===== src/rtl/gsa_pkg.sv =====
// Shared types and widths for the growing-sum-average bin collector.
// Imported by the sequencer and the collector datapath.
package gsa_pkg;

  typedef enum logic [1:0] {
    IDLE,
    ARM,
    ACCUM,
    DUMP
  } gsa_state_t;

  localparam int GSA_BINS     = 4;
  localparam int GSA_MAX_LOG2 = 15;
  localparam int GSA_BIN_W    = $clog2(GSA_BINS);
  localparam int GSA_K_W      = $clog2(GSA_MAX_LOG2 + 1);
  localparam int GSA_DROP_W   = 8;

  localparam logic [GSA_DROP_W-1:0] GSA_DROP_MAX = '1;

endpackage


===== src/rtl/gsa_accum_ctrl_if.sv =====
// Datapath control and dump handshake between the sequencer
// and the collector / readout path.
interface gsa_accum_ctrl_if #(
  parameter int BINS     = 4,
  parameter int MAX_LOG2 = 15
);

  localparam int BW = $clog2(BINS);
  localparam int KW = $clog2(MAX_LOG2 + 1);

  logic          acc_en;
  logic          acc_clr;
  logic [BW-1:0] bin_idx;
  logic          out_valid;
  logic          out_ready;
  logic [KW-1:0] out_shift;

  modport master (
    output acc_en,
    output acc_clr,
    output bin_idx,
    output out_valid,
    output out_shift,
    input  out_ready
  );

  modport slave (
    input  acc_en,
    input  acc_clr,
    input  bin_idx,
    input  out_valid,
    input  out_shift,
    output out_ready
  );

endinterface


===== src/rtl/gsa_accum_ctrl.sv =====
// Sequencer for the growing-sum-average collector: frames the FFT
// bin stream, counts 2^k frames, then holds a dump for readout.
module gsa_accum_ctrl
  import gsa_pkg::*;
#(
  parameter int BINS     = GSA_BINS,
  parameter int MAX_LOG2 = GSA_MAX_LOG2,
  localparam int BW      = $clog2(BINS),
  localparam int KW      = $clog2(MAX_LOG2 + 1)
) (
  input  logic                  clk,
  input  logic                  areset_n,
  input  logic                  start,
  input  logic                  stop,
  input  logic                  cfg_cont,
  input  logic [KW-1:0]         cfg_avg_log2,
  input  logic                  fft_valid,
  gsa_accum_ctrl_if.master      dp,
  output logic                  busy,
  output logic                  err_overrun,
  output logic [GSA_DROP_W-1:0] drop_cnt
);

  localparam logic [BW-1:0] BIN_LAST = BW'(BINS - 1);
  localparam logic [KW-1:0] K_MAX    = KW'(MAX_LOG2);

  gsa_state_t state_q, state_d;

  logic [BW-1:0]         bin_q, bin_d;
  logic [MAX_LOG2-1:0]   frame_q, frame_d;
  logic [KW-1:0]         k_q, k_d;
  logic                  ov_q, ov_d;
  logic                  err_q, err_d;
  logic [GSA_DROP_W-1:0] drop_q, drop_d;

  logic [KW-1:0]       k_clamp;
  logic [MAX_LOG2:0]   frame_tgt;
  logic                frame_last;
  logic                first_frame;

  assign k_clamp = (cfg_avg_log2 > K_MAX) ? K_MAX : cfg_avg_log2;

  // One extra bit so k=MAX_LOG2 still yields an all-ones target.
  assign frame_tgt   = ({{MAX_LOG2{1'b0}}, 1'b1} << k_q) - 1'b1;
  assign frame_last  = ({1'b0, frame_q} == frame_tgt);
  assign first_frame = (frame_q == '0);

  always_ff @(posedge clk) begin
    if (!areset_n) begin
      state_q <= IDLE;
      bin_q   <= '0;
      frame_q <= '0;
      k_q     <= '0;
      ov_q    <= 1'b0;
      err_q   <= 1'b0;
      drop_q  <= '0;
    end else begin
      state_q <= state_d;
      bin_q   <= bin_d;
      frame_q <= frame_d;
      k_q     <= k_d;
      ov_q    <= ov_d;
      err_q   <= err_d;
      drop_q  <= drop_d;
    end
  end

  always_comb begin
    state_d    = state_q;
    bin_d      = bin_q;
    frame_d    = frame_q;
    k_d        = k_q;
    ov_d       = ov_q;
    err_d      = err_q;
    drop_d     = drop_q;
    dp.acc_en  = 1'b0;
    dp.acc_clr = 1'b0;
    dp.bin_idx = '0;

    unique case (state_q)
      IDLE: begin
        if (start && !stop) begin
          state_d = ARM;
          k_d     = k_clamp;
          frame_d = '0;
          bin_d   = '0;
          err_d   = 1'b0;
          drop_d  = '0;
        end
      end
      ARM: begin
        if (fft_valid) begin
          dp.acc_en  = 1'b1;
          dp.acc_clr = first_frame;
          bin_d      = BW'(1);
          state_d    = ACCUM;
        end
      end
      ACCUM: begin
        dp.acc_en  = 1'b1;
        dp.acc_clr = first_frame;
        dp.bin_idx = bin_q;
        // A new frame marker mid-frame is flagged, not resynced.
        if (fft_valid) err_d = 1'b1;
        if (bin_q == BIN_LAST) begin
          bin_d = '0;
          if (frame_last) begin
            state_d = DUMP;
            ov_d    = 1'b1;
          end else begin
            frame_d = frame_q + 1'b1;
            state_d = ARM;
          end
        end else begin
          bin_d = bin_q + 1'b1;
        end
      end
      DUMP: begin
        if (fft_valid && drop_q != GSA_DROP_MAX)
          drop_d = drop_q + 1'b1;
        if (ov_q && dp.out_ready) begin
          ov_d    = 1'b0;
          frame_d = '0;
          state_d = cfg_cont ? ARM : IDLE;
        end
      end
      default: state_d = IDLE;
    endcase

    if (stop) begin
      state_d = IDLE;
      ov_d    = 1'b0;
      bin_d   = '0;
    end
  end

  assign dp.out_valid = ov_q;
  assign dp.out_shift = k_q;
  assign busy         = (state_q != IDLE);
  assign err_overrun  = err_q;
  assign drop_cnt     = drop_q;

endmodule

===== src/flat_wrapper.sv =====
// flat-port wrapper written by rule: the top's interface ports become plain ports
module gsa_accum_ctrl_flat import gsa_pkg::*;
#(
  parameter int BINS     = GSA_BINS,
  parameter int MAX_LOG2 = GSA_MAX_LOG2,
  localparam int BW      = $clog2(BINS),
  localparam int KW      = $clog2(MAX_LOG2 + 1)
)
  (clk, areset_n, start, stop, cfg_cont, cfg_avg_log2, fft_valid, busy, err_overrun, drop_cnt, dp_acc_en, dp_acc_clr, dp_bin_idx, dp_out_valid, dp_out_shift, dp_out_ready);
  gsa_accum_ctrl_if #(.BINS(BINS), .MAX_LOG2(MAX_LOG2)) dp_i ();
  input  logic clk;
  input  logic areset_n;
  input  logic start;
  input  logic stop;
  input  logic cfg_cont;
  input  logic [KW-1:0] cfg_avg_log2;
  input  logic fft_valid;
  output logic busy;
  output logic err_overrun;
  output logic [GSA_DROP_W-1:0] drop_cnt;
  output wire logic [$bits(dp_i.acc_en)-1:0] dp_acc_en;
  output wire logic [$bits(dp_i.acc_clr)-1:0] dp_acc_clr;
  output wire logic [$bits(dp_i.bin_idx)-1:0] dp_bin_idx;
  output wire logic [$bits(dp_i.out_valid)-1:0] dp_out_valid;
  output wire logic [$bits(dp_i.out_shift)-1:0] dp_out_shift;
  input wire logic [$bits(dp_i.out_ready)-1:0] dp_out_ready;
  assign dp_acc_en = dp_i.acc_en;
  assign dp_acc_clr = dp_i.acc_clr;
  assign dp_bin_idx = dp_i.bin_idx;
  assign dp_out_valid = dp_i.out_valid;
  assign dp_out_shift = dp_i.out_shift;
  assign dp_i.out_ready = dp_out_ready;
  gsa_accum_ctrl #(.BINS(BINS), .MAX_LOG2(MAX_LOG2)) u_core (.clk(clk), .areset_n(areset_n), .start(start), .stop(stop), .cfg_cont(cfg_cont), .cfg_avg_log2(cfg_avg_log2), .fft_valid(fft_valid), .dp(dp_i), .busy(busy), .err_overrun(err_overrun), .drop_cnt(drop_cnt));
endmodule

===== config.mk =====
export PLATFORM = sky130hd
export DESIGN_NAME = gsa_accum_ctrl_flat
export DESIGN_NICKNAME = d
export VERILOG_FILES = /design/src/rtl/gsa_pkg.sv /design/src/rtl/gsa_accum_ctrl_if.sv /design/src/rtl/gsa_accum_ctrl.sv /design/src/flat_wrapper.sv
export SDC_FILE = /design/constraint.sdc
export NUM_CORES = 1
export LEC_CHECK = 0
export ABC_CLOCK_PERIOD_IN_PS = 2900
export CAP_MARGIN = 5
export CORE_MARGIN = 1
export CORE_UTILIZATION = 49
export DETAILED_ROUTE_END_ITERATION = 10
export PLACE_DENSITY = 0.72
export SLEW_MARGIN = 15
export SYNTH_ARGS = -nofsm -noshare
export SYNTH_HDL_FRONTEND = slang
export SYNTH_SLANG_ARGS = --single-unit
export TNS_END_PERCENT = 30

===== constraint.sdc =====
create_clock -name clk -period 2.9 [get_ports clk]
set_clock_uncertainty 0.05 [all_clocks]
set_input_delay 0.29 -clock clk [delete_from_list [all_inputs] [get_ports clk]]
set_output_delay 0.29 -clock clk [all_outputs]
set_load 0.01 [all_outputs]

==> results, run 1 <==
- The initial antenna violation count is 0.
- The final setup violation count is 0.
- The count of buffers added on input and output ports is 29.
- In this run the biggest area consumer among cell types represents 27.4% of the synthesized area.
- In this run the mean area of a mapped cell was 7.65 sq um.
- Combinational cells account for 21.9% of the total power.
- The H-tree generated during clock tree synthesis spans 2 levels.
- The distinct cell type count after synthesis is 55.
- The die outline width is 72.1 um.
- The via count of the first global-routing pass is 2,142.
- Across the VDD grid, the largest voltage drop is 0.000219 V.
- The source-to-sink clock delay at the later pin of the worst-skew pair is 0.30 ns.
- The cell-internal power is 734 uW.
- The class of the most critical hold timing path is reg2reg.
- After floorplanning, the core was sized to cover 4720 sq um.
- In this run the static leakage power is 0.00107 uW.
- Summing all multi-input logic gate instances after layout gives 1630 sq um.
- The storage element area is 662 sq um.
- The worst register-to-register path has a depth of 13.
- Compared with the post-synthesis result, the final layout area differs by 21.8%.
- The initial utilization of the core area, before any placement, comes to 51.0%.
- In this run the count of I/O pins placed on the die edge is 30.
- At the end of routability-driven placement, the weighted congestion stood at 0.906.
- The number of detailed-routing iterations run before antenna repair is 5.
- The minimum clock period is 2.80 ns.
- After synthesis the netlist holds a flip-flop and latch count of 33.
- The global router's overall resource usage is 24.1%.
- The number of max-cap violations is 0.
- The clock buffer count from CTS is 5.
- The worst setup path startpoint is u_core.dp.out_shift[3].
- For flop-to-flop paths, the worst setup slack is 0.1 ns.
- The number of core rows is 25.
- The net switching component of the power is 297 uW.
- For this design the ratio of total power to cell area is 351 nW/um^2.
- The cell count after synthesis is 315.
- The type of the worst setup path is reg2reg.
- The average via count per standard cell is 5.78.
- Entering global routing, the biggest net connects 27 pins.
- From bottom edge to top edge, the die measures 72.1 um.
- In the post-synthesis netlist, the biggest area contributors are dfxtp_1, ha_1, nand2_1.
- The most common flop cell mapped by yosys is dfxtp_1.
- The portion of the post-synthesis area used by sequential elements is 27.4%.
- The top achievable clock speed is 357 MHz.
- The end-of-flow core utilization is 62.1%.
- The slew of the pin with the lowest slew margin is 0.674 ns.
- In this run the clock root is driven by a clkbuf_8.
- The flow ran to the end, and the final reports show no timing, DRC or antenna violations.
- The worst register-to-register path ends at u_core.frame_q[14].
- The count of final hold-check violations came to 0.
- Overall power consumption after layout is estimated at 1030 uW.
- The data required time at the worst endpoint is 3.07 ns.
- Of all nets on the critical path, the largest fanout is 13.
- Net switching is 28.8% of the power.
- The share of synthesized registers carrying an async set or reset is 0%.
- The max-slew violation count is 0.
- The total clock sinks is 33.
- STA classifies the critical path endpoint as a register.
- The timing endpoint of the critical path is u_core.frame_q[14].
- The relative slew slack is 54.6%.
- The first global-routing pass estimated 9940 um of wire.
- Once detail routing completed, the nets flagged for antenna violations numbered 0.
- The fraction of final layout cells with drive strength greater than 1 is 11.5%.
- The synthesized netlist occupies a cell area of 2410 sq um.
- The number of nets in the synthesized netlist is 336.
- The share of total power dissipated in the clock network is 33.3%.
- The die outline area is 5200 sq um.
- The net count reported at finish is 367.
- The worst register-to-register path begins at u_core.dp.out_shift[3].
- Data arrives at the worst endpoint at 2.97 ns.
- The filler cells instantiated in the layout total 436.
- The ratio of final minimum period to clock period is 96.6%.
- dfxtp_1 takes more of the synthesized area than any other cell.
- Per report_power, the sequential group accounts for 44.8% of the total.
- The worst setup path is launched from a register.
- The antenna diode count is 0.
- The detail-routed net length per standard cell is 14.5 um.
- After clock tree synthesis, the clock-pin slew on the worst setup and hold paths is 0.07 ns.
- The final routed wirelength across all metal layers is 6000 um.
- The remaining routing DRC violations is 0.
- The TritonCTS clock tree is done.
- Counting along the longest clock path gives a buffer depth of 2.
- After the first detailed-routing iteration, the DRC count stood at 269.
- Yosys printed 0 warnings.
- The half-perimeter wire length of the detailed placement result is 4290 um.
- The number of enable flip-flop cells after synthesis is 0.
- The total overflow left after global routing is 0.
- The total number of vias is 2,393.
## stage by stage
stage | hold slack [ns] | instance area, sq um | TNS (ns) | cells | worst slack, ns
after global routing | 0.479 | 2930 | -0.00932 | 414 | -0.00727
after detailed placement | 0.431 | 2810 | 0 | 405 | 0.0491
after floorplan | 0.384 | 2420 | 0 | 315 | 0.0155
final | 0.437 | 2930 | 0 | 414 | 0.0989
after global placement | 0.425 | 2810 | 0 | 405 | 0.100
after CTS | 0.443 | 2890 | 0 | 413 | 0.0163
## cell usage after synthesis, drive strengths merged (2+ instances only)
| cell | instances |
|---|---|
| dfxtp | 33 |
| nand2 | 33 |
| nor2 | 22 |
| a21oi | 21 |
| o21ai | 17 |
| nand3 | 15 |
| buf | 12 |
| clkbuf | 12 |
| ha | 10 |
| inv | 10 |
| nor2b | 10 |
| nor3 | 10 |
| nor4 | 8 |
| xor2 | 8 |
| nand2b | 7 |
| nand4 | 7 |
| or3 | 7 |
| mux2i | 6 |
| xnor2 | 6 |
| o211ai | 5 |
| a21o | 4 |
| and3 | 4 |
| o22ai | 4 |
| o311ai | 4 |
| a31oi | 3 |
| and2 | 3 |
| nor4b | 3 |
| a211oi | 2 |
| a221oi | 2 |
| a22oi | 2 |
| a311oi | 2 |
| a32oi | 2 |
| and4 | 2 |
| nand3b | 2 |
| o31ai | 2 |
| o32ai | 2 |
| o41ai | 2 |
| or4 | 2 |
## cells by family (layout without fill, tap and decap cells)
| logic type | after synthesis | after routing | share of synthesized area [%] |
|---|---|---|---|
| buf+inv | 34 | 66 | 6.34 |
| flops | 33 | 33 | 27.4 |
| compound gates | 81 | 81 | 22.5 |
| fa+ha+maj | 10 | 10 | 5.19 |
| mux | 7 | 7 | 3.12 |
| xor+xnor | 14 | 14 | 5.09 |
| simple gates | 136 | 136 | 30.3 |
## cells in the final DEF (no fill, tap or decap), types with 4 or more instances in the layout
cell type        synthesis  layout
nor2b_1                 10       9
o211ai_1                 5       5
o21ai_0                 17      17
a21o_1                   4       4
ha_1                    10      10
nand2b_1                 7       7
nor2_1                  21      21
nand3_1                 15      15
buf_4                    4      18
nor3_1                   9       9
xor2_1                   8       7
mux2i_1                  6       6
or3_1                    7       7
xnor2_1                  6       6
clkdlybuf4s50_1          0      29
a21oi_1                 21      20
dfxtp_1                 33      32
nand4_1                  7       7
clkbuf_8                 0       5
and3_1                   4       4
inv_1                    9       9
nor4_1                   7       7
nand2_1                 33      33
## flip-flops by register name, indices dropped and copies added (netlist names)
signal and cells:
u_core.frame_q 15, u_core.drop_cnt 8, u_core.dp.out_shift 4, u_core.bin_q 2
u_core.state_q 2, u_core.dp.out_valid 1, u_core.err_overrun 1
## per-layer routing
| layer | vias up | GRT usage [%] | routed length [um] |
|---|---|---|---|
| met5 | - | 0 | 0 |
| met4 | 0 | 9.80 | 92 |
| met3 | 9 | 4.17 | 347 |
| met2 | 66 | 38.8 | 2780 |
| met1 | 1106 | 32.0 | 2780 |
| li1 | 1212 | - | - |
## worst max-delay path, stage by stage, from the launching register on
cell	delay (ns)
dfxtp_2	0.34
nor3_2	0.19
nand2_1	0.08
ha_1	0.20
buf_4	0.18
or3_1	0.33
a21oi_2	0.16
or3_1	0.12
a21oi_1	0.06
nand4_1	0.13
nor2b_2	0.06
buf_6	0.14
or4_1	0.51
a31oi_1	0.17
## how the worst min path moves through the flow
stage,startpoint,to,cells past startpoint
finish,u_core.bin_q[1],u_core.bin_q[1],2
global route,u_core.bin_q[1],u_core.bin_q[1],2
CTS,u_core.bin_q[1],u_core.bin_q[1],2
detailed placement,u_core.bin_q[1],u_core.bin_q[1],2
global placement,u_core.err_overrun,u_core.err_overrun,2
floorplan,cfg_avg_log2[3],u_core.dp.out_shift[3],2
## power by group through the flow
stage               Combinational, uW  Clock (uW)  Sequential (uW)
global placement                  220           0              472
global route                      245         363              463
detailed placement                222           0              472
CTS                               224         350              462
floorplan                         151           0              474
finish                            226         343              462
## what timing repair did
action / in CTS / in global routing
setup buffers: 0 / 1
setup endpoints to repair: 0 / 13
resized for setup: 0 / 10
hold buffers: 0 / 0
## area by class of cell
| cell class | count | area share [%] |
|---|---|---|
| clock buffers | 8 | 2.73 |
| multi-input cells | 248 | 55.7 |
| repair buffers | 48 | 14.9 |
| flip-flops and latches | 33 | 22.6 |
| well taps | 67 | 2.86 |
| inverters | 10 | 1.28 |
(Power assumes the default switching activity.)
==> run 2: changes to the inputs <==
--- a/config.mk
+++ b/config.mk
@@ -9,6 +9,8 @@
 export CAP_MARGIN = 5
 export CORE_MARGIN = 1
 export CORE_UTILIZATION = 49
+export CTS_CLUSTER_DIAMETER = 200
+export CTS_CLUSTER_SIZE = 24
 export DETAILED_ROUTE_END_ITERATION = 10
 export PLACE_DENSITY = 0.72
 export SLEW_MARGIN = 15
==> results of run 2 <==
No change in the layout: final DEF, timing and power equal those of run 1.
